## src/rtl/axi_pkg.sv

```systemverilog
// axi_pkg: shared AXI constants and the bridge state encoding.
//   state_t    : bridge FSM states
//   BURST_INCR : AXI INCR burst type
//   SIZE_8B    : AXI transfer size code for 8-byte beats
//   RESP_OKAY  : AXI OKAY response code
package axi_pkg;

  typedef enum logic [2:0] {
    ST_IDLE,
    ST_AR,
    ST_R,
    ST_AW_W,
    ST_B,
    ST_RESP
  } state_t;

  localparam logic [1:0] BURST_INCR = 2'b01;
  localparam logic [2:0] SIZE_8B    = 3'b011;
  localparam logic [1:0] RESP_OKAY  = 2'b00;

endpackage

```

## src/rtl/axi_mem_bridge.sv

```systemverilog
// axi_mem_bridge: converts a simple request/response port into AXI4
// transactions. It handles one transaction at a time. A request can be a
// single-beat 64-bit write or an INCR read burst of up to MAX_LEN+1 beats.
//   aclk, aresetn              : clock, asynchronous active-low reset
//   req_*                      : upstream request (valid/ready handshake)
//   resp_*                     : upstream response beats (one-entry register)
//   ar*, r*                    : AXI read address / read data channels
//   aw*, w*, b*                : AXI write address / write data / write response
module axi_mem_bridge
  import axi_pkg::*;
#(
  parameter logic [7:0] MAX_LEN = 8'd7
) (
  input  logic        aclk,
  input  logic        aresetn,
  // upstream request
  input  logic        req_valid,
  output logic        req_ready,
  input  logic        req_wen,
  input  logic [31:0] req_addr,
  input  logic [7:0]  req_len,
  input  logic [63:0] req_wdata,
  input  logic [7:0]  req_wstrb,
  // upstream response
  output logic        resp_valid,
  input  logic        resp_ready,
  output logic [63:0] resp_rdata,
  output logic        resp_last,
  output logic        resp_err,
  // AXI read address
  output logic [31:0] araddr,
  output logic [7:0]  arlen,
  output logic [2:0]  arsize,
  output logic [1:0]  arburst,
  output logic        arvalid,
  input  logic        arready,
  // AXI read data
  input  logic [63:0] rdata,
  input  logic [1:0]  rresp,
  input  logic        rlast,
  input  logic        rvalid,
  output logic        rready,
  // AXI write address
  output logic [31:0] awaddr,
  output logic [7:0]  awlen,
  output logic [2:0]  awsize,
  output logic [1:0]  awburst,
  output logic        awvalid,
  input  logic        awready,
  // AXI write data
  output logic [63:0] wdata,
  output logic [7:0]  wstrb,
  output logic        wlast,
  output logic        wvalid,
  input  logic        wready,
  // AXI write response
  input  logic [1:0]  bresp,
  input  logic        bvalid,
  output logic        bready
);

  state_t     state;
  logic       rst_done;
  logic       aw_done;
  logic       w_done;
  logic       overrun;
  logic [7:0] beat_cnt;
  logic       r_hs;
  logic       aw_hs;
  logic       w_hs;
  logic       beat_err;

  assign arsize  = SIZE_8B;
  assign arburst = BURST_INCR;
  assign awlen   = 8'd0;
  assign awsize  = SIZE_8B;
  assign awburst = BURST_INCR;
  assign wlast   = 1'b1;

  // rst_done keeps req_ready low while reset is held. It also keeps it low
  // on the first edge after release, so a request is never taken in reset.
  assign req_ready = (state == ST_IDLE) && !resp_valid && rst_done;
  assign rready    = (state == ST_R) && (!resp_valid || resp_ready);

  assign r_hs  = rvalid && rready;
  assign aw_hs = awvalid && awready;
  assign w_hs  = wvalid && wready;

  // A beat is in error in four cases:
  //   - the slave flags it;
  //   - rlast comes before beat arlen (early rlast);
  //   - beat arlen arrives without rlast;
  //   - the beat is in the drained tail after beat arlen (overrun is sticky).
  always_comb begin
    beat_err = (rresp != RESP_OKAY) || overrun || (rlast != (beat_cnt == arlen));
  end

  always_ff @(posedge aclk or negedge aresetn) begin
    if (!aresetn) begin
      state      <= ST_IDLE;
      rst_done   <= 1'b0;
      aw_done    <= 1'b0;
      w_done     <= 1'b0;
      overrun    <= 1'b0;
      beat_cnt   <= '0;
      resp_valid <= 1'b0;
      resp_rdata <= '0;
      resp_last  <= 1'b0;
      resp_err   <= 1'b0;
      araddr     <= '0;
      arlen      <= '0;
      arvalid    <= 1'b0;
      awaddr     <= '0;
      awvalid    <= 1'b0;
      wdata      <= '0;
      wstrb      <= '0;
      wvalid     <= 1'b0;
      bready     <= 1'b0;
    end else begin
      rst_done <= 1'b1;
      // When the response is consumed the slot frees up. A load made later
      // in this block, on the same edge, takes priority over this clear.
      if (resp_valid && resp_ready) begin
        resp_valid <= 1'b0;
      end

      case (state)
        ST_IDLE: begin
          if (req_valid && req_ready) begin
            beat_cnt <= '0;
            overrun  <= 1'b0;
            aw_done  <= 1'b0;
            w_done   <= 1'b0;
            if (req_wen) begin
              awaddr  <= req_addr;
              wdata   <= req_wdata;
              wstrb   <= req_wstrb;
              awvalid <= 1'b1;
              wvalid  <= 1'b1;
              state   <= ST_AW_W;
            end else if (req_len > MAX_LEN) begin
              // Illegal length: return an error beat and issue no AXI traffic.
              resp_valid <= 1'b1;
              resp_rdata <= '0;
              resp_last  <= 1'b1;
              resp_err   <= 1'b1;
            end else begin
              araddr  <= req_addr;
              arlen   <= req_len;
              arvalid <= 1'b1;
              state   <= ST_AR;
            end
          end
        end

        ST_AR: begin
          if (arready) begin
            arvalid <= 1'b0;
            state   <= ST_R;
          end
        end

        ST_R: begin
          if (r_hs) begin
            resp_valid <= 1'b1;
            resp_rdata <= rdata;
            resp_last  <= rlast;
            resp_err   <= beat_err;
            beat_cnt   <= beat_cnt + 8'd1;
            if (!rlast && (beat_cnt == arlen)) begin
              overrun <= 1'b1;
            end
            if (rlast) begin
              state <= ST_IDLE;
            end
          end
        end

        ST_AW_W: begin
          if (aw_hs) begin
            awvalid <= 1'b0;
            aw_done <= 1'b1;
          end
          if (w_hs) begin
            wvalid <= 1'b0;
            w_done <= 1'b1;
          end
          // The handshake terms cover the case where the final handshake
          // happens on this edge, or where both complete together.
          if ((aw_done || aw_hs) && (w_done || w_hs)) begin
            bready <= 1'b1;
            state  <= ST_B;
          end
        end

        ST_B: begin
          if (bvalid) begin
            bready     <= 1'b0;
            resp_valid <= 1'b1;
            resp_rdata <= '0;
            resp_last  <= 1'b1;
            resp_err   <= (bresp != RESP_OKAY);
            state      <= ST_RESP;
          end
        end

        ST_RESP: begin
          if (resp_valid && resp_ready) begin
            state <= ST_IDLE;
          end
        end

        default: state <= ST_IDLE;
      endcase
    end
  end

endmodule

```

## config.mk

```make
export PLATFORM = sky130hd
export DESIGN_NAME = axi_mem_bridge
export DESIGN_NICKNAME = d
export VERILOG_FILES = /design/src/rtl/axi_pkg.sv /design/src/rtl/axi_mem_bridge.sv
export SDC_FILE = /design/constraint.sdc
export NUM_CORES = 1
export LEC_CHECK = 0
export CAP_MARGIN = 20
export CORE_MARGIN = 2
export CORE_UTILIZATION = 36
export DETAILED_ROUTE_END_ITERATION = 10
export GPL_ROUTABILITY_DRIVEN = 0
export GPL_TIMING_DRIVEN = 1
export HOLD_SLACK_MARGIN = 0.1
export MAX_ROUTING_LAYER = met4
export PLACE_DENSITY = 0.75
export SLEW_MARGIN = 40
export SYNTH_ARGS = -nofsm -noshare
export SYNTH_HDL_FRONTEND = slang
export SYNTH_SLANG_ARGS = --single-unit
export TNS_END_PERCENT = 100
```

## constraint.sdc

```tcl
create_clock -name aclk -period 2.3 [get_ports aclk]
set_clock_uncertainty 0.05 [all_clocks]
set_input_delay 0.23 -clock aclk [delete_from_list [all_inputs] [get_ports aclk]]
set_output_delay 0.23 -clock aclk [all_outputs]
set_load 0.1 [all_outputs]
```

* Word-level counts from Yosys, hierarchy flattened
Cells that the tools add are included.
** Operators by class
- Mux-type cells :: 57
- Bitwise operators :: 2
- Reduce and logical (&&, ||, !) cells :: 37
- $lt $le $gt $ge :: 1
- $add $sub $neg :: 1
- Eq/ne operators :: 22
** Operators with widths (count)
- $mux 64 :: 5
- $pmux 64 s3 :: 1
- $mux 1 :: 28
- $mux 3 :: 9
- $ne 2x2->1 const B :: 11
- $pmux 3 s6 :: 1
- $mux 8 :: 2
- $pmux 8 s2 :: 1
- $reduce_and 4->1 :: 4
- $reduce_and 3->1 :: 5
- $pmux 1 s2 :: 7
- $reduce_bool 2->1 :: 6
- $logic_and 1x1->1 :: 10
- $pmux 1 s3 :: 3
- $add 8x1->8 const B :: 1
- $eq 8x8->1 :: 1
- $gt 8x3->1 const B :: 1
- $reduce_and 8->1 :: 1
- $eq 3x2->1 const B :: 2
- $eq 3x3->1 const B :: 2
- $ne 2x1->1 const B :: 3
- $reduce_and 6->1 :: 1
- $logic_or 1x1->1 :: 5
- $reduce_and 5->1 :: 1
- other kinds (7) :: 9
** Storage, ports and cells
- Register bits after elaboration :: 230
- Output and inout bits :: 236
- Bits of input ports :: 191

* Logic depth before layout (Yosys ltp)
- Word-level depth :: 6
- Mapped depth :: 9

* Least setup slack after synthesis
Ideal clock, no wire load.
- Path kind :: reg2out
- Start point :: register resp_valid
- End point :: output req_ready
- Stages on the path, launching flop included :: 3
- Required time :: 2020 ps
- Path buffers :: 0
- Arrival :: 2470 ps
- Slack :: -450 ps
- Path through :: dfrtp_1 -> nor2b_1 -> nor2b_1
** On the way
- Word-level cells in the longest chain between the ends :: 3
** RTL lines
- start, declared :: RTL line axi_mem_bridge.sv:25 : output logic resp_valid,
- start signal, assigned :: RTL line axi_mem_bridge.sv:106 : resp_valid <= 1'b0;
- start signal, assigned :: RTL line axi_mem_bridge.sv:124 : resp_valid <= 1'b0;
- start signal, assigned :: RTL line axi_mem_bridge.sv:143 : resp_valid <= 1'b1;
- $logic_not 1->1 :: RTL line axi_mem_bridge.sv:82 : assign req_ready = (state == ST_IDLE) && !resp_valid && rst_done;
- $logic_and 1x1->1 (2 in a row) :: RTL line axi_mem_bridge.sv:82
- end, declared :: RTL line axi_mem_bridge.sv:18 : output logic req_ready,
No other way between the ends.

* Worst setup path after layout
- Start point :: register state[1]
- End point :: output rready
** On the way
- Word-level cells in the longest chain between the ends :: 2
** RTL lines
- start, declared :: RTL line axi_mem_bridge.sv:62 : state_t state;
- start signal, assigned :: RTL line axi_mem_bridge.sv:100 : state <= ST_IDLE;
- start signal, assigned :: RTL line axi_mem_bridge.sv:140 : state <= ST_AW_W;
- start signal, assigned :: RTL line axi_mem_bridge.sv:151 : state <= ST_AR;
- $eq 3x2->1 :: RTL line axi_mem_bridge.sv:83 : assign rready = (state == ST_R) && (!resp_valid || resp_ready);
- $logic_and 1x1->1 :: RTL line axi_mem_bridge.sv:83
- end, declared :: RTL line axi_mem_bridge.sv:42 : output logic rready,
No other way between the ends.

==> metrics.md <==
| Metric | Value |
|---|---|
| Final Util | `0.569` |
| Post-Synthesis Cells | `between 600 and 700` |
| Wire per inst | `approximately 18 um` |
| Placeable Area | `around 0.025 sq mm` |
| Clk_lat worst skew | `about 0.52 ns` |
| Critical R2R Launch | `state[2]$_DFFE_PN0P_` |
| ANT cells | `0` |
| Number of H-tree levels | `1` |
| Ys Warns | `0` |
| CTS sink count | `230` |
| R2R cell count | `6` |
| Worst Setup EP | `rready` |
| Starting Density | `0.369` |
| Critical path depth | `5` |
| Peak Freq | `approximately 0.47 GHz` |
| Total track usage | `0.189` |
| Ports | `around 430` |
| Adder-Cell Fraction of Synth Area | `0.00269` |
| Crit-path leading delay family | `buffers and inverters` |
| Area growth syn-to-layout | `54.5%` |
| Worst setup SP type | `flip-flop` |
| CP Capture Type | `output pin` |
| R2R Setup Slk | `0.18 ns` |
| Crit path largest cell delay | `0.37 ns` |
| Layout Nets | `between 1000 and 1500` |
| Routed vias | `6848` |
| DRC | `0` |
| Mux cell area share after synthesis | `0.195` |
| Fin Hold WS | `~0.2 ns` |
| Data required, critical path | `just over 2 ns` |
| Largest area contributor in the netlist | `dfrtp_1` |
| Final WL | `26500 um` |
| CP Launch Point | `state[1]$_DFFE_PN0P_` |
| Synth Area in XOR/XNOR | `0.0132` |
| RSZ-0062 raised after global routing | `no` |
| Max Fanout on Critical Path | `14` |
| Clock transition at path regs | `0.06 ns` |
| Largest family of logic cells by synthesized area | `multiplexers` |
| Post-synthesis compound-gate area fraction | `0.0684` |
| Synth top area share | `0.618` |
| Endpoints failing setup | `0` |
| Final period util | `0.933` |
| Clock Tree Buf Depth | `3` |
| R2R Path End | `arlen[2]$_DFFE_PN0P_` |
| Critical Path, Cell by Cell | `buf_4 > nor3b_4 > buf_6 > and2_2 > buf_12` |
| Hold WC Path Type | `in2reg` |
| CTS Buf Count | `26` |
| CTS tree | `done` |
| Initial DRC count | `310` |
| Vias in the first global route | `approximately 7000` |
| Router iterations before antenna repair | `4` |
| Fill cells | `between 2000 and 2500` |
| Synthesized area per cell | `14.1 sq um` |
| Setup TNS | `0 ns` |
| Die W | `165 um` |
| Synth Area in Simple Gates | `0.0612` |
| Worst EP arrival | `approximately 1.9 ns` |
| Detailed Place HPWL | `19200 um` |
| Layout cells sized above 1 | `0.402` |
| Root Driver | `clkbuf_16` |
| Initial antenna violation count | `0` |
| Status | `completed` |
| Port bufs | `407` |
| Main synth FF type | `dfrtp_1` |
| DIE AREA | `roughly 0.027 sq mm` |
| Vias per cell | `about 4.8` |
| Seq cells post-synth | `230` |
| Netlist cell types | `40` |
| Detail Route Antenna Nets | `0` |
| Remaining global-route overflow | `0` |
| Largest net degree at the start of global routing | `86` |
| Post-synth EDFFs | `0` |
| Endpoints failing hold | `0` |
| Maxcap violations | `0` |
| Largest cells by area after synthesis | `dfrtp_1 (62%), mux2_2 (9.8%), mux2_4 (9.7%)` |
| Post-synth ARST share | `1.00` |
| Seq/Total Area, Yosys | `0.618` |
| Crit path kind | `reg2out` |
| Final worst path period need | `around 2.1 ns` |
| Relative slew slack | `0.559` |
| Die Span Y | `around 160 um` |
| Slowest cell on the critical path | `dfrtp_1` |
| Global-route wire length before repair | `approximately 40000 um` |
| Final Max Slew Viols | `0` |
| Area of the mapped netlist | `0.00931 sq mm` |
| Buffers & Inverters on Critical Path | `3` |
| Measured slew at the worst slew-check pin | `0.662 ns` |
| Row count | `58` |
tightest hold or removal path, delay by kind of cell:
family          cells  cell delay (ns)
compound gates      1             0.05
simple gates        1             0.06
buf+inv             1             0.40
metal layers:
metal  wire length (um)  GRT usage  share of wire  vias up
li1                   -          -              -     3138
met1              10100      0.219           0.38     3385
met2              13700      0.331           0.52      273
met3               2080     0.0434          0.078       52
met4                598     0.0502          0.023        0
met5                  0          -              0        -
kinds of logic (layout without fill, tap and decap cells):
logic type / after synthesis / in the layout
flops: 230 / 230
mux: 141 / 141
simple gates: 121 / 121
compound gates: 90 / 90
buf+inv: 62 / 492
xor+xnor: 14 / 14
fa+ha+maj: 2 / 2
other cells: 2 / 20
cell type report:
type                       instances  area, sq um  area share
clock buffer                      34          752      0.0523
timing repair buffer             439         3910       0.272
inverter                           5         18.8     0.00131
sequential                       230         5760       0.400
clock inverter                    14          254      0.0177
multi-input combinational        388         3280       0.228
tap                              330          413      0.0287
worst min-delay path by stage:
stage	end	cells after the start	startpoint	slack, ns
after floorplan	araddr[0]$_DFFE_PN0P_	0	aresetn	-0.12
after global placement	wdata[25]$_DFFE_PN0P_	1	aresetn	0.22
after detailed placement	wdata[18]$_DFFE_PN0P_	1	aresetn	0.23
after CTS	resp_rdata[4]$_DFFE_PN0P_	3	rdata[4]	0.18
after global routing	resp_rdata[4]$_DFFE_PN0P_	3	rdata[4]	0.20
final	resp_rdata[63]$_DFFE_PN0P_	3	rdata[63]	0.20
sequential cells by signal (all words and copies together) (netlist names), 3 cells and up:
name and count:
state 3, wstrb 8, wdata 64, beat_cnt 8, araddr 32, resp_rdata 64
arlen 8, awaddr 32
through the flow:
step           worst slack (ns)  cells  instance area, sq um
2_1_floorplan            0.0265    680                  9380
3_3_place_gp              0.115   1389                 13300
3_5_place_dp              0.125   1389                 13300
4_1_cts                  0.0154   1438                 14400
5_1_grt                  0.0617   1440                 14400
6_report                  0.154   1440                 14400
cells in the final DEF, fill, tap and decap left out, types with 10 or more instances in the layout:
master | synthesis | routed
a21oi_1 | 11 | 11
a22o_1 | 38 | 38
buf_12 | 0 | 10
buf_4 | 19 | 236
clkbuf_16 | 0 | 27
clkdlybuf4s50_1 | 0 | 189
conb_1 | 2 | 20
dfrtp_1 | 230 | 229
mux2_2 | 81 | 81
mux2_4 | 60 | 60
nand2_1 | 60 | 59
nor2_1 | 18 | 18
o21ai_0 | 23 | 23
xnor2_1 | 14 | 14
cell usage after synthesis, types with 3 or more instances:
library cell	n
mux2_4	60
o21ai_1	5
nor2b_1	4
nor2_1	18
mux2_2	81
nor4_1	6
nand2_1	60
nor3_1	6
a21oi_1	11
xnor2_1	14
buf_4	19
a22o_1	38
o21ai_0	23
nand4_1	3
a31oi_1	4
nand3_1	4
and2_1	6
buf_6	7
clkbuf_1	15
inv_1	5
buf_2	16
dfrtp_1	230
and3_1	3
timing repair:
item | CTS | global route
pin swaps | 0 | 0
hold buffers | 1 | 0
endpoints found under the hold margin | 79 | 0
setup endpoints to repair | 1 | 1
buffers inserted | 0 | 1
cloned | 0 | 1
gates resized for setup | 1 | 1
Power is not shown: default switching activity piles up to over one toggle a cycle in this logic, so the estimate is an artifact.
